===== src/rtl/fdiv_ieee754_seq.sv =====
// fdiv_ieee754_seq: iterative restoring IEEE-754 divider, one quotient bit per clock.
// Subnormals flush to zero and NaN inputs are not handled. Results truncate by default.
// Defining FDIV_ROUND_NEAREST_EN adds a guard bit, a sticky bit and a round-to-nearest-even
// cycle (ROUND) after NORM.
module fdiv_ieee754_seq #(
   parameter int  EXP_W  = 8,
   parameter int  FRAC_W = 23,
   localparam int W      = 1 + EXP_W + FRAC_W
) (
   input  logic         clk,
   input  logic         rst_n,
   input  logic         in_valid,
   output logic         in_ready,
   input  logic [W-1:0] a,
   input  logic [W-1:0] b,
   output logic         out_valid,
   input  logic         out_ready,
   output logic [W-1:0] out,
   output logic         div_by_zero
);
   localparam int BIAS = 2**(EXP_W-1) - 1;
   localparam int EMAX = 2**EXP_W - 1;
   localparam int ITER = FRAC_W + 2;
`ifdef FDIV_ROUND_NEAREST_EN
   localparam int QW = ITER + 1;   // one extra quotient bit serves as the guard bit
`else
   localparam int QW = ITER;
`endif
   localparam int CW = $clog2(QW);
   localparam int MW = FRAC_W + 1; // mantissa with hidden bit
   localparam int RW = FRAC_W + 2; // partial remainder
   localparam int EW = EXP_W + 2;  // signed exponent arithmetic

   typedef enum logic [2:0] {S_IDLE, S_CALC, S_NORM, S_ROUND, S_DONE} state_t;

   state_t               state, state_nxt;
   logic [CW-1:0]        cnt;
   logic [RW-1:0]        rem, rem_nxt;
   logic [MW-1:0]        fb;
   logic [QW-1:0]        q;
   logic [EXP_W-1:0]     ea, eb;
   logic                 sign, dz, rem_ge, n;
   logic [W-1:0]         res;
   logic signed [EW-1:0] e_c;

   logic [EXP_W-1:0]     a_exp, b_exp;
   logic                 a_zero, b_zero, accept;
   logic [MW-1:0]        fa_in, fb_in;

   assign a_exp       = a[W-2 -: EXP_W];
   assign b_exp       = b[W-2 -: EXP_W];
   assign a_zero      = (a_exp == '0);
   assign b_zero      = (b_exp == '0);
   assign fa_in       = a_zero ? '0 : {1'b1, a[FRAC_W-1:0]};
   assign fb_in       = b_zero ? '0 : {1'b1, b[FRAC_W-1:0]};
   assign in_ready    = (state == S_IDLE);
   assign out_valid   = (state == S_DONE);
   assign accept      = in_valid & in_ready;
   assign out         = res;
   assign div_by_zero = dz;

   // Assemble a result word with underflow flush and overflow-to-infinity.
   function automatic logic [W-1:0] pack(input logic s, input logic signed [EW-1:0] e,
                                         input logic [FRAC_W-1:0] f);
      if (e <= 0)         pack = '0;
      else if (e >= EMAX) pack = {s, {EXP_W{1'b1}}, {FRAC_W{1'b0}}};
      else                pack = {s, e[EXP_W-1:0], f};
   endfunction

   // One restoring step plus the normalisation terms derived from the quotient.
   always_comb begin
      rem_ge  = (rem >= RW'(fb));
      rem_nxt = (rem_ge ? rem - RW'(fb) : rem) << 1;
      n       = q[QW-1];
      e_c     = EW'(ea) - EW'(eb) + EW'(BIAS) - EW'(!n);
   end

`ifdef FDIV_ROUND_NEAREST_EN
   logic signed [EW-1:0] e_r, e_rnd;
   logic [MW-1:0]        mant_r, mant_c;
   logic [MW:0]          sum;
   logic                 grd, stk, grd_c, stk_c, inc;
   logic [FRAC_W-1:0]    frac_rnd;

   // Guard/sticky extraction and round-to-nearest-even with carry-out renormalisation.
   always_comb begin
      mant_c   = n ? q[QW-1:2] : q[QW-2:1];
      grd_c    = n ? q[1] : q[0];
      stk_c    = (n & q[0]) | (|rem);
      inc      = grd & (stk | mant_r[0]);
      sum      = {1'b0, mant_r} + (MW+1)'(inc);
      e_rnd    = e_r + EW'(sum[MW]);
      frac_rnd = sum[MW] ? '0 : sum[FRAC_W-1:0];
   end
`else
   logic [FRAC_W-1:0] frac_t;

   // Drop the leading one; keep the next FRAC_W quotient bits (truncation).
   always_comb begin
      frac_t = n ? q[QW-2:1] : q[QW-3:0];
   end
`endif

   // State register.
   always_ff @(posedge clk or negedge rst_n) begin
      // NOTE: sequential state uses non-blocking assignments so every flop samples pre-edge values.
      if (!rst_n) state <= S_IDLE;
      else        state <= state_nxt;
   end

   // Next-state logic.
   always_comb begin
      // NOTE: default first so no path through the case leaves state_nxt unassigned (no latch).
      state_nxt = state;
      case (state)
         S_IDLE:  if (accept) state_nxt = (a_zero | b_zero) ? S_DONE : S_CALC;
         S_CALC:  if (cnt == '0) state_nxt = S_NORM;
`ifdef FDIV_ROUND_NEAREST_EN
         S_NORM:  state_nxt = S_ROUND;
`else
         S_NORM:  state_nxt = S_DONE;
`endif
         S_ROUND: state_nxt = S_DONE;
         S_DONE:  if (out_ready) state_nxt = S_IDLE;
         default: state_nxt = S_IDLE;
      endcase
   end

   // Datapath: capture at accept, iterate in CALC, form the result in NORM/ROUND.
   always_ff @(posedge clk or negedge rst_n) begin
      // NOTE: datapath registers are reset too, because out must read zero straight out of reset.
      if (!rst_n) begin
         cnt  <= '0;
         rem  <= '0;
         fb   <= '0;
         q    <= '0;
         ea   <= '0;
         eb   <= '0;
         sign <= 1'b0;
         dz   <= 1'b0;
         res  <= '0;
`ifdef FDIV_ROUND_NEAREST_EN
         e_r    <= '0;
         mant_r <= '0;
         grd    <= 1'b0;
         stk    <= 1'b0;
`endif
      end else begin
         case (state)
            S_IDLE: if (accept) begin
               sign <= a[W-1] ^ b[W-1];
               ea   <= a_exp;
               eb   <= b_exp;
               rem  <= RW'(fa_in);
               fb   <= fb_in;
               q    <= '0;
               cnt  <= CW'(QW-1);
               dz   <= b_zero;
               if (b_zero)      res <= {a[W-1] ^ b[W-1], {EXP_W{1'b1}}, {FRAC_W{1'b0}}};
               else if (a_zero) res <= '0;
            end
            S_CALC: begin
               q   <= {q[QW-2:0], rem_ge};
               rem <= rem_nxt;
               cnt <= cnt - 1'b1;
            end
`ifdef FDIV_ROUND_NEAREST_EN
            S_NORM: begin
               e_r    <= e_c;
               mant_r <= mant_c;
               grd    <= grd_c;
               stk    <= stk_c;
            end
            S_ROUND: res <= pack(sign, e_rnd, frac_rnd);
`else
            S_NORM:  res <= pack(sign, e_c, frac_t);
`endif
            S_DONE: if (out_ready) dz <= 1'b0;
            default: ;
         endcase
      end
   end
endmodule


===== config.mk =====
export PLATFORM = sky130hd
export DESIGN_NAME = fdiv_ieee754_seq
export DESIGN_NICKNAME = d
export VERILOG_FILES = /design/src/rtl/fdiv_ieee754_seq.sv
export SDC_FILE = /design/constraint.sdc
export NUM_CORES = 1
export LEC_CHECK = 0
export CAP_MARGIN = 20
export CORE_MARGIN = 2
export CORE_UTILIZATION = 55
export CTS_BUF_LIST = sky130_fd_sc_hd__clkbuf_4 sky130_fd_sc_hd__clkbuf_8
export DETAILED_ROUTE_END_ITERATION = 7
export MAX_ROUTING_LAYER = met4
export PLACE_DENSITY = 0.82
export SYNTH_ARGS = -nofsm -noshare
export SYNTH_HDL_FRONTEND = slang
export SYNTH_SLANG_ARGS = --single-unit
export TNS_END_PERCENT = 5

===== constraint.sdc =====
create_clock -name clk -period 4.85 [get_ports clk]
set_clock_uncertainty 0.1 [all_clocks]
set_input_delay 0.485 -clock clk [delete_from_list [all_inputs] [get_ports clk]]
set_output_delay 0.485 -clock clk [all_outputs]
set_load 0.01 [all_outputs]

Word level (Yosys, flattened, before mapping). Cells that the tools add are included.

$add $sub $neg: 5. $mul: 0. Divide/modulo/power cells: 0. Order comparisons: 3. Equal/unequal tests: 8. Shift operators: 0. Multiplexer cells: 24. Bitwise logic cells: 3. Reductions and logical operators: 14.

Operators by type and width (number): $mux W32 (4); $pmux W25 S2 (2); $mux W24 (3); $pmux W32 S2 (1); $mux W25 (2); $mux W31 (1); $ge A25 B24 Y1 (1); $sub A24 B24 Y24 (1); $mux W23 (1); $logic_not A8 Y1 (2); $mux W3 (4); $pmux W3 S4 (1); $add A9 B8 Y10 const B (1); $ge A10 B9 Y1 const B (1); $le A10 B1 Y1 const B (1); $pmux W5 S2 (1); $sub A10 B1 Y10 (1); $reduce_and A3 Y1 (3); $sub A8 B8 Y9 (1); $eq A3 B2 Y1 const B (2); $reduce_bool A2 Y1 (3); $logic_not A5 Y1 (1); $mux W5 (1); $sub A5 B1 Y5 const B (1); 14 further kinds (17).

Register bits: 132. Bits in latches: 0. RAM bits: 0. Memory bits (read-only): 0. Input port bits: 68. Logic and storage cells: 67. Memories: 0.

Depth between registers and ports, before layout. Gate-level depths: netlist (run 1).

Depth in word-level cells: 7. Gate-level depth with buffers: 19. Depth with buffers taken out: 18.

Worst setup path after synthesis (run 1). Ideal clock, no wire load.

Path kind: register to register. Start point: reg ea[0]. End point: reg res[10], in the netlist out[10]. Library setup time: 0.074 ns. Data arrival time: 3.554 ns. Required time: 4.676 ns. Path slack: 1.122 ns. Stages on the path, launching flop included: 18. Clock period less this slack: 3.728 ns. Cell sequence: dfrtp_1 -> inv_1 -> ha_1 -> inv_1 -> fa_1 -> xor2_1 -> inv_1 -> ha_1 -> a211oi_2 -> o21bai_1 -> a21oi_2 -> nor2_1 -> o31ai_1 -> o211ai_2 -> a211oi_4 -> nand4b_4 -> buf_6 -> o21ai_2.

Word-level cells in the longest chain between the ends: 7. Elaborated cells on any way between the ends: 8. Classes of those cells: add/sub (3); order compare (2); mux (3).

Ends and longest elaborated chain: from (decl) (line 41) `logic [EXP_W-1:0] ea, eb;`; from (signal assigned) (line 152) `ea <= a_exp;`; $sub A8 B8 Y9 * (line 75) `e_c = EW'(ea) - EW'(eb) + EW'(BIAS) - EW'(!n);`; $add A9 B8 Y10 * (line 75); $sub A10 B1 Y10 * (line 75); $ge A10 B9 Y1 (line 66) `else if (e >= EMAX) pack = {s, {EXP_W{1'b1}}, {FRAC_W{1'b0}}};`; $mux W31 (line 66); $mux W32 * (line 65) `if (e <= 0) pack = '0;`; $pmux W32 S2 * (line 149) `case (state)`; to (signal assigned) (line 159) `if (b_zero) res <= {a[W-1] ^ b[W-1], {EXP_W{1'b1}}, {FRAC_W{1'b0}}};`; to (signal assigned) (line 176) `S_NORM: res <= pack(sign, e_c, frac_t);`; to (decl) (line 43) `logic [W-1:0] res;`.

Mark *: on every way between the ends. The rest lies on a longest branch, timed or not. A chain may end at the register's enable or synchronous reset.

Final worst setup path (run 1).
Start point: reg ea[0]. End point: reg res[2], in the netlist out[2].

The elaborated chain is that of the path after synthesis.

==> results of run 1 <==
synth_stat cells (17+ instances only):
cell / instances / area share
ha_1: 40 / 0.061
nor2_1: 39 / 0.018
dfrtp_1: 132 / 0.40
a21oi_1: 54 / 0.033
o21ai_2: 22 / 0.024
nand3_1: 42 / 0.026
o21ai_0: 67 / 0.041
nand2_1: 160 / 0.073
clkbuf_1: 35 / 0.016
a221oi_1: 19 / 0.020
inv_1: 57 / 0.026
mux2i_1: 36 / 0.044
a21o_1: 17 / 0.016
worst max-delay path, stage by stage (launching register included):
cell      delay (ns)
dfrtp_1         0.37
inv_1           0.07
ha_1            0.16
inv_1           0.05
fa_1            0.44
a21o_1          0.18
a21oi_1         0.17
xnor2_1         0.17
inv_1           0.07
ha_1            0.33
o21ai_1         0.14
o21bai_1        0.12
a21oi_2         0.32
nor2_1          0.12
o31ai_1         0.27
o211ai_2        0.16
a211oi_4        0.30
nand4b_4        0.47
o21ai_0         0.33
state kept, by name, indices dropped and copies added, names as in the netlist:
signal,flops
div_by_zero,1
fb,24
ea,8
cnt,5
q,25
state,3
sign,1
rem,25
eb,8
out,32
stage by stage:
stage | TNS [ns] | hold slack [ns]
floorplan | 0 | 0.0894
global placement | 0 | 0.362
detailed placement | 0 | 0.367
CTS | 0 | 0.386
global route | -0.0404 | 0.420
finish | 0 | 0.381
timing repair:
item,in CTS,in global routing
setup endpoints to repair,0,10
gates resized for setup,0,3
hold buffers,1,0
hold endpoints to repair,54,0
cell families after synthesis:
family | after synthesis | share of synthesized area
flops | 132 | 0.404
simple gates | 316 | 0.179
fa+ha+maj | 43 | 0.0686
mux | 37 | 0.0455
xor+xnor | 25 | 0.0268
buf+inv | 107 | 0.0528
compound gates | 261 | 0.223
cell type report:
cell class / count / area, um2
Fill cell: 1221 / 4790
Clock buffer: 20 / 269
Tap cell: 184 / 230
Timing Repair Buffer: 115 / 1120
Inverter: 57 / 214
Sequential cell: 132 / 3300
Multi-Input combinational cell: 682 / 4460
Clock inverter: 12 / 145
cells in the final DEF, fill, tap and decap left out, types with 17 or more instances in the layout:
cell / netlist / final
a21o_1: 17 / 17
a21oi_1: 54 / 52
a221oi_1: 19 / 19
clkbuf_8: 0 / 19
clkdlybuf4s50_1: 0 / 101
dfrtp_1: 132 / 132
ha_1: 40 / 40
inv_1: 57 / 57
mux2i_1: 36 / 36
nand2_1: 160 / 159
nand3_1: 42 / 42
nor2_1: 39 / 39
o21ai_0: 67 / 66
o21ai_2: 22 / 22
routing by layer:
layer | part of all wire | up-vias | track usage
li1 | - | 3446 | -
met1 | 0.45 | 3380 | 0.319
met2 | 0.49 | 171 | 0.413
met3 | 0.044 | 18 | 0.0523
met4 | 0.016 | 0 | 0.0737
met5 | 0 | - | -
worst min-delay path by stage:
stage                             from                 end  cells past startpoint
floorplan                        rst_n  cnt[0]$_DFFE_PN0P_                      0
global placement    out[8]$_DFFE_PN0P_  out[8]$_DFFE_PN0P_                      2
detailed placement  out[5]$_DFFE_PN0P_  out[5]$_DFFE_PN0P_                      2
CTS                 out[5]$_DFFE_PN0P_  out[5]$_DFFE_PN0P_                      2
global route         ea[7]$_DFFE_PN0P_   ea[7]$_DFFE_PN0P_                      2
finish              out[5]$_DFFE_PN0P_  out[5]$_DFFE_PN0P_                      2
==> results.py, run 1 <==
metrics = {
    "die": {
        "start_util": 0.562,
        "coreArea_um2": 14500,
        "io_pins": 103,
        "dieArea_um2": 15800,
        "fp.dieW_um": 126,
        "die_h_um": 126,
        "core.rowCount": 44,
    },
    "critical_path": {
        "endpoint_kind": "flip-flop",
        "cp_max_fo": 23,
        "r2r-start": "ea[0]$_DFFE_PN0P_",
        "cp-endpoint": "out[2]$_DFFE_PN0P_",
        "reg2reg_slack_ns": 0.39,
        "regToRegEndpoint": "out[2]$_DFFE_PN0P_",
        "arrival_ns": 4.73,
        "required_ns": 5.12,
        "crit_start": "ea[0]$_DFFE_PN0P_",
        "criticalPathCategory": "reg2reg",
        "r2r_cells": 18,
        "startpoint_type": "flip-flop",
    },
    "job": {
        "drv_cap": 0,
    },
    "sta": {
        "drv_slew": 0,
        "grt_setup_unrepaired": "true",
        "setup_violations": 0,
        "slew-limit-headroom": 0.520,
        "finalHoldViolations": 0,
        "fin_crit_sh": 0.920,
        "max_freq_mhz": 224,
        "setup_slack_ns": 0.390,
        "fin_crit_ns": 4.46,
        "worst_slew_pin_slew_ns": 0.720,
    },
    "final_layout": {
        "antenna_cells": 0,
        "nets": 1116,
        "finish.utilization": 0.670,
        "drive_gt1_frac": 0.101,
        "final_area_um2": 9740,
        "final_cells": 1202,
        "synthToLayoutAreaGrowth_pct": 19.2,
    },
    "clock_network": {
        "postCtsSetupRepairBufs": 0,
        "cts_tree": "built",
        "clk_pin_slew_ns": 0.08,
        "insertion_delay_ns": 0.47,
        "cts_buffer_depth": 2,
        "root_buffer": "clkbuf_8",
        "h-tree-depth": 4,
        "clock-sinks": 132,
        "numCtsBuffers": 17,
    },
    "routing": {
        "via_per_inst": 5.84,
        "vias": 7015,
        "drt_wl_total_um": 18700,
        "wl_per_cell_um": 15.6,
        "drc_errors": 0,
        "route.antenna.remaining_nets": 0,
        "firstDrtPassIters": 6,
        "drt-initial-drc-count": 502,
    },
    "synth": {
        "ys_ff_latch": 132,
        "seq_area_frac_synth": 0.404,
        "syn-cell-area_um2": 8170,
        "synth_ff_type": "dfrtp_1",
        "async_flop_share": 1.00,
        "syn_inst": 921,
        "yosys_warnings": 0,
        "synth_edf_count": 0,
        "syn_area_per_cell_um2": 8.87,
        "synth_nets": 1032,
        "ys_types": 74,
    },
    "placed_design": {
        "portBuffers": 102,
        "dpl.hpwl_um": 13300,
        "placed_area_um2": 9300,
        "dpl.cell_count": 1169,
        "gp_congestion": 0.940,
        "dp_slack_ns": 0.400,
    },
    "global_route": {
        "antenna_found_initial": 0,
        "grt_pass1_wl_um": 31900,
        "grt_max_degree": 57,
        "grt_usage": 0.252,
        "gr-total-overflow": 0,
        "grt_pass1_vias": 6725,
    },
    "status": {
        "outcome": "complete, no violations",
    },
    "hold_path": {
        "hold_class": "reg2reg",
    },
}
Power of run 1 is not shown: default switching activity piles up to over one toggle a cycle in this logic, so the estimate is an artifact.
==> run 2: changes to the inputs <==
Settings changed: CORE_UTILIZATION 55 to 30, PLACE_DENSITY 0.82 to 0.51.
==> run 2 against run 1 <==
Effect of this change:
- the flow now finishes with violations (negative hold slack)
- critical path depth down 1
- global-route usage down 9.4 points
- non-clock buffer count fell by 2
- worst setup slack better by 0.17 ns
- core utilization down 30 points
- design area is 1.9% higher
- register-to-register slack improved by 0.17 ns
- critical path type unchanged
==> results.py, run 2 (synthesis gave the netlist of run 1 again) <==
metrics = {
    "placed_design": {
        "portBuffers": 102,
        "dpl.hpwl_um": 14900,
        "gp_congestion": 0.825,
    },
    "clock_network": {
        "cts_tree": "built",
        "clk_pin_slew_ns": 0.10,
        "insertion_delay_ns": 0.46,
        "cts_resized": 0,
        "clock-sinks": 132,
        "h-tree-depth": 4,
        "cts_hold_buf": 0,
        "cts_buffer_depth": 2,
        "postCtsSetupRepairBufs": 0,
        "numCtsBuffers": 17,
        "root_buffer": "clkbuf_8",
    },
    "sta": {
        "max_freq_mhz": 233,
        "worst_slew_pin_slew_ns": 1.04,
        "drv_slew": 0,
        "finalHoldViolations": 6,
        "setup_violations": 0,
        "setup_tns_ns": 0,
        "fin_crit_sh": 0.884,
        "holdWs_ns": -0.0429,
        "fin_crit_ns": 4.29,
        "grt_setup_unrepaired": "false",
        "slew-limit-headroom": 0.309,
    },
    "critical_path": {
        "r2r-start": "ea[0]$_DFFE_PN0P_",
        "path_cells": "inv_1 -> ha_1 -> inv_1 -> fa_1 -> xor2_1 -> inv_1 -> ha_1 -> a211oi_2 -> o21bai_1 -> a21oi_2 -> nor2_1 -> or4_1 -> o211ai_2 -> a211oi_4 -> nand4b_4 -> buf_4 -> o21ai_0",
        "regToRegEndpoint": "out[1]$_DFFE_PN0P_",
        "reg2reg_slack_ns": 0.56,
        "criticalPathCategory": "reg2reg",
        "required_ns": 5.09,
        "cp_common_cell": "inv_1",
        "r2r_cells": 17,
        "path_delay_family": "compound AO/OA/AOI/OAI gates",
        "cp_max_fo": 23,
        "arrival_ns": 4.52,
        "worst_path_max_delay_cell": "or4_1",
        "endpoint_kind": "flip-flop",
        "path_buf_inv": 4,
        "startpoint_type": "flip-flop",
        "cpPeakStageDelay_ns": 0.44,
    },
    "routing": {
        "top_layer_used": "met4",
        "drt-initial-drc-count": 361,
        "wl_met3_um": 674,
        "via_per_inst": 5.03,
        "met1Wirelength_um": 10100,
        "drc_errors": 0,
        "route.antenna.remaining_nets": 0,
        "met2_length_um": 10100,
        "wl_per_cell_um": 15.6,
        "vias": 6823,
        "drt_wl_total_um": 21100,
        "firstDrtPassIters": 5,
    },
    "global_route": {
        "grt_max_degree": 105,
        "grt_pass1_vias": 6984,
        "grt_pass1_wl_um": 35500,
        "antenna_found_initial": 0,
        "gr-total-overflow": 0,
        "grt_usage": 0.158,
    },
    "final_layout": {
        "nets": 1114,
        "drive_gt1_frac": 0.0994,
        "fillers": 2811,
        "final_cell_mix": "159 x nand2_1, 132 x dfrtp_1, 101 x clkdlybuf4s50_1",
        "layout_commonest_cell": "nand2_1",
        "synthToLayoutAreaGrowth_pct": 21.5,
        "antenna_cells": 0,
        "largest_reg_flops": 32,
    },
    "job": {
        "drv_cap": 0,
    },
    "status": {
        "outcome": "complete, but fails checks",
        "violations": "negative hold slack",
    },
    "die": {
        "dieArea_um2": 28600,
        "coreArea_um2": 26900,
        "io_pins": 103,
        "start_util": 0.304,
        "die_h_um": 169,
        "fp.dieW_um": 169,
        "core.rowCount": 60,
    },
    "hold_path": {
        "hold_class": "in2async",
    },
}
[run 2: cell types whose count changed in the layout (fill, tap and decap cells not counted), sizes merged]
cell         before  now
buf              13   12
clkinvlp          2    1
clkbuf           20   17
inv              61   66
bufinv            2    1
dlygate4sd3       1    0
[run 2: stage by stage]
stage / setup WS [ns] / instance area (um2) / hold WS [ns] / util / instances
finish: 0.562 / 9920 / -0.0429 / 0.369 / 1357
global route: 0.221 / 9920 / 0.100 / 0.369 / 1357
CTS: 0.546 / 9910 / 0.0648 / 0.369 / 1356
detailed placement: 0.572 / 9490 / 0.366 / 0.353 / 1324
global placement: 0.653 / 9490 / 0.365 / 0.353 / 1324
floorplan: 1.12 / 8170 / 0.0894 / - / 921
[run 2: worst max-delay path by stage]
| stage | start | to | slack, ns | cells past startpoint |
|---|---|---|---|---|
| floorplan | ea[0]$_DFFE_PN0P_ | out[10]$_DFFE_PN0P_ | 1.12 | 17 |
| global placement | ea[0]$_DFFE_PN0P_ | out[0]$_DFFE_PN0P_ | 0.65 | 17 |
| detailed placement | ea[0]$_DFFE_PN0P_ | out[0]$_DFFE_PN0P_ | 0.57 | 17 |
| CTS | ea[0]$_DFFE_PN0P_ | out[0]$_DFFE_PN0P_ | 0.55 | 17 |
| global route | ea[0]$_DFFE_PN0P_ | out[1]$_DFFE_PN0P_ | 0.22 | 19 |
| finish | ea[0]$_DFFE_PN0P_ | out[1]$_DFFE_PN0P_ | 0.56 | 17 |
[run 2: cell type report]
cell class / instances / area [um2] / share of cell area
Clock inverter: 15 / 186 / 0.0188
Inverter: 57 / 214 / 0.0216
Clock buffer: 17 / 234 / 0.0236
Sequential cell: 132 / 3300 / 0.333
Tap cell: 341 / 427 / 0.0430
Timing Repair Buffer: 113 / 1110 / 0.112
Multi-Input combinational cell: 682 / 4450 / 0.449
[run 2: routing by layer]
layer,up-vias,track usage
li1,3447,-
met1,3249,0.205
met2,112,0.261
met3,15,0.0271
met4,0,0.0357
met5,-,-
Power of run 2 is left out for the same reason.
==> run 3: changes to the inputs <==
Settings changed: PLACE_DENSITY 0.51 to 0.58.
==> run 3 against run 2 <==
Effect of this change:
- the run still ends with negative hold slack left
- cell count stayed put
- flip-flop and latch count stayed put
- non-clock buffer count stayed put
- critical path depth stayed put
- first-iteration DRC count is 3.9% higher
- largest cell class unchanged
- core utilization is 0.088 points lower
- routed wire length is 1.5% lower
- via count is 0.12% lower
- count of clock-buffer cells in the layout stayed put
==> results.py, run 3 (synthesis gave the netlist of run 1 again) <==
metrics = {
    "sta": {
        "worst_slew_pin_slew_ns": 0.887,
        "setup_violations": 0,
        "fin_crit_ns": 4.33,
        "setup_tns_ns": 0,
        "grt_setup_unrepaired": "false",
        "drv_slew": 0,
        "fin_crit_sh": 0.892,
        "max_freq_mhz": 231,
        "slew-limit-headroom": 0.409,
        "holdWs_ns": -0.0124,
        "finalHoldViolations": 3,
    },
    "die": {
        "fp.dieW_um": 169,
        "start_util": 0.304,
        "dieArea_um2": 28600,
        "die_h_um": 169,
        "core.rowCount": 60,
        "io_pins": 103,
        "coreArea_um2": 26900,
    },
    "routing": {
        "vias": 6815,
        "via_per_inst": 5.02,
        "drt-initial-drc-count": 375,
        "drc_errors": 0,
        "firstDrtPassIters": 5,
        "route.antenna.remaining_nets": 0,
        "drt_wl_total_um": 20800,
        "wl_per_cell_um": 15.3,
    },
    "clock_network": {
        "h-tree-depth": 4,
        "insertion_delay_ns": 0.46,
        "cts_hold_buf": 0,
        "postCtsSetupRepairBufs": 0,
        "clock-sinks": 132,
        "root_buffer": "clkbuf_8",
        "cts_buffer_depth": 2,
        "cts_tree": "built",
        "numCtsBuffers": 17,
        "clk_pin_slew_ns": 0.09,
        "cts_resized": 0,
    },
    "critical_path": {
        "r2r_cells": 17,
        "r2r-start": "ea[0]$_DFFE_PN0P_",
        "cp_max_fo": 23,
        "startpoint_type": "flip-flop",
        "reg2reg_slack_ns": 0.52,
        "endpoint_kind": "flip-flop",
        "regToRegEndpoint": "out[2]$_DFFE_PN0P_",
        "required_ns": 5.13,
        "crit_start": "ea[0]$_DFFE_PN0P_",
        "arrival_ns": 4.61,
        "criticalPathCategory": "reg2reg",
    },
    "global_route": {
        "grt_max_degree": 95,
        "grt_pass1_vias": 6780,
        "antenna_found_initial": 0,
        "grt_pass1_wl_um": 34800,
        "gr-total-overflow": 0,
        "grt_usage": 0.156,
    },
    "placed_design": {
        "dpl.hpwl_um": 14700,
        "portBuffers": 102,
        "gp_congestion": 0.865,
    },
    "final_layout": {
        "antenna_cells": 0,
        "final_cell_mix": "159 x nand2_1, 132 x dfrtp_1, 101 x clkdlybuf4s50_1",
        "fillers": 2739,
        "largest_reg_flops": 32,
        "synthToLayoutAreaGrowth_pct": 21.2,
        "nets": 1114,
        "layout_commonest_cell": "nand2_1",
        "drive_gt1_frac": 0.0994,
    },
    "job": {
        "drv_cap": 0,
    },
    "status": {
        "violations": "negative hold slack",
        "outcome": "complete, but fails checks",
    },
    "hold_path": {
        "hold_class": "in2async",
    },
}
[run 3: cell count changes in the layout (fill, tap and decap cells not counted)]
cell	previous run	this run
clkinvlp_4	1	2
clkinv_4	1	0
buf_8	0	1
buf_6	2	1
bufinv_16	1	0
clkinv_8	3	2
inv_8	5	6
inv_6	4	5
[run 3: worst max-delay path: stages, from the launching register on]
cell,delay [ns]
dfrtp_1,0.37
inv_1,0.07
ha_1,0.17
inv_1,0.06
fa_1,0.42
xor2_1,0.35
inv_1,0.09
ha_1,0.31
a211oi_2,0.32
o21bai_1,0.17
a21oi_2,0.34
nand2_1,0.14
a31oi_1,0.27
o211ai_2,0.17
a211oi_4,0.30
nand4b_4,0.13
buf_4,0.27
o21ai_0,0.19
[run 3: worst max path at each step]
stage	slack, ns	endpoint	cells after the start
6_report	0.52	out[2]$_DFFE_PN0P_	17
4_1_cts	0.52	out[2]$_DFFE_PN0P_	17
2_1_floorplan	1.12	out[10]$_DFFE_PN0P_	17
3_5_place_dp	0.55	out[2]$_DFFE_PN0P_	17
3_3_place_gp	0.65	out[1]$_DFFE_PN0P_	17
5_1_grt	0.08	out[1]$_DFFE_PN0P_	19
[run 3: area by class of cell]
cell class / count / area, um2 / share of cell area
Multi-Input combinational cell: 682 / 4450 / 0.450
Sequential cell: 132 / 3300 / 0.334
Timing Repair Buffer: 113 / 1110 / 0.112
Inverter: 57 / 214 / 0.0216
Clock inverter: 15 / 159 / 0.0160
Tap cell: 341 / 427 / 0.0431
Clock buffer: 17 / 234 / 0.0236
[run 3: layer usage]
layer	up-vias	track usage	routed length, um
li1	3433	-	-
met1	3229	0.201	10200
met2	132	0.249	9630
met3	21	0.0288	668
met4	0	0.0479	333
met5	-	-	0
[run 3: metrics by stage]
stage,setup slack (ns),utilization,hold WS [ns],cell area [um2],instances
4_1_cts,0.523,0.368,0.0185,9890,1356
5_1_grt,0.0826,0.368,0.0309,9900,1357
6_report,0.524,0.368,-0.0124,9900,1357
3_3_place_gp,0.650,0.353,0.363,9490,1324
2_1_floorplan,1.12,-,0.0894,8170,921
3_5_place_dp,0.554,0.353,0.366,9490,1324
Power of run 3 is left out for the same reason.
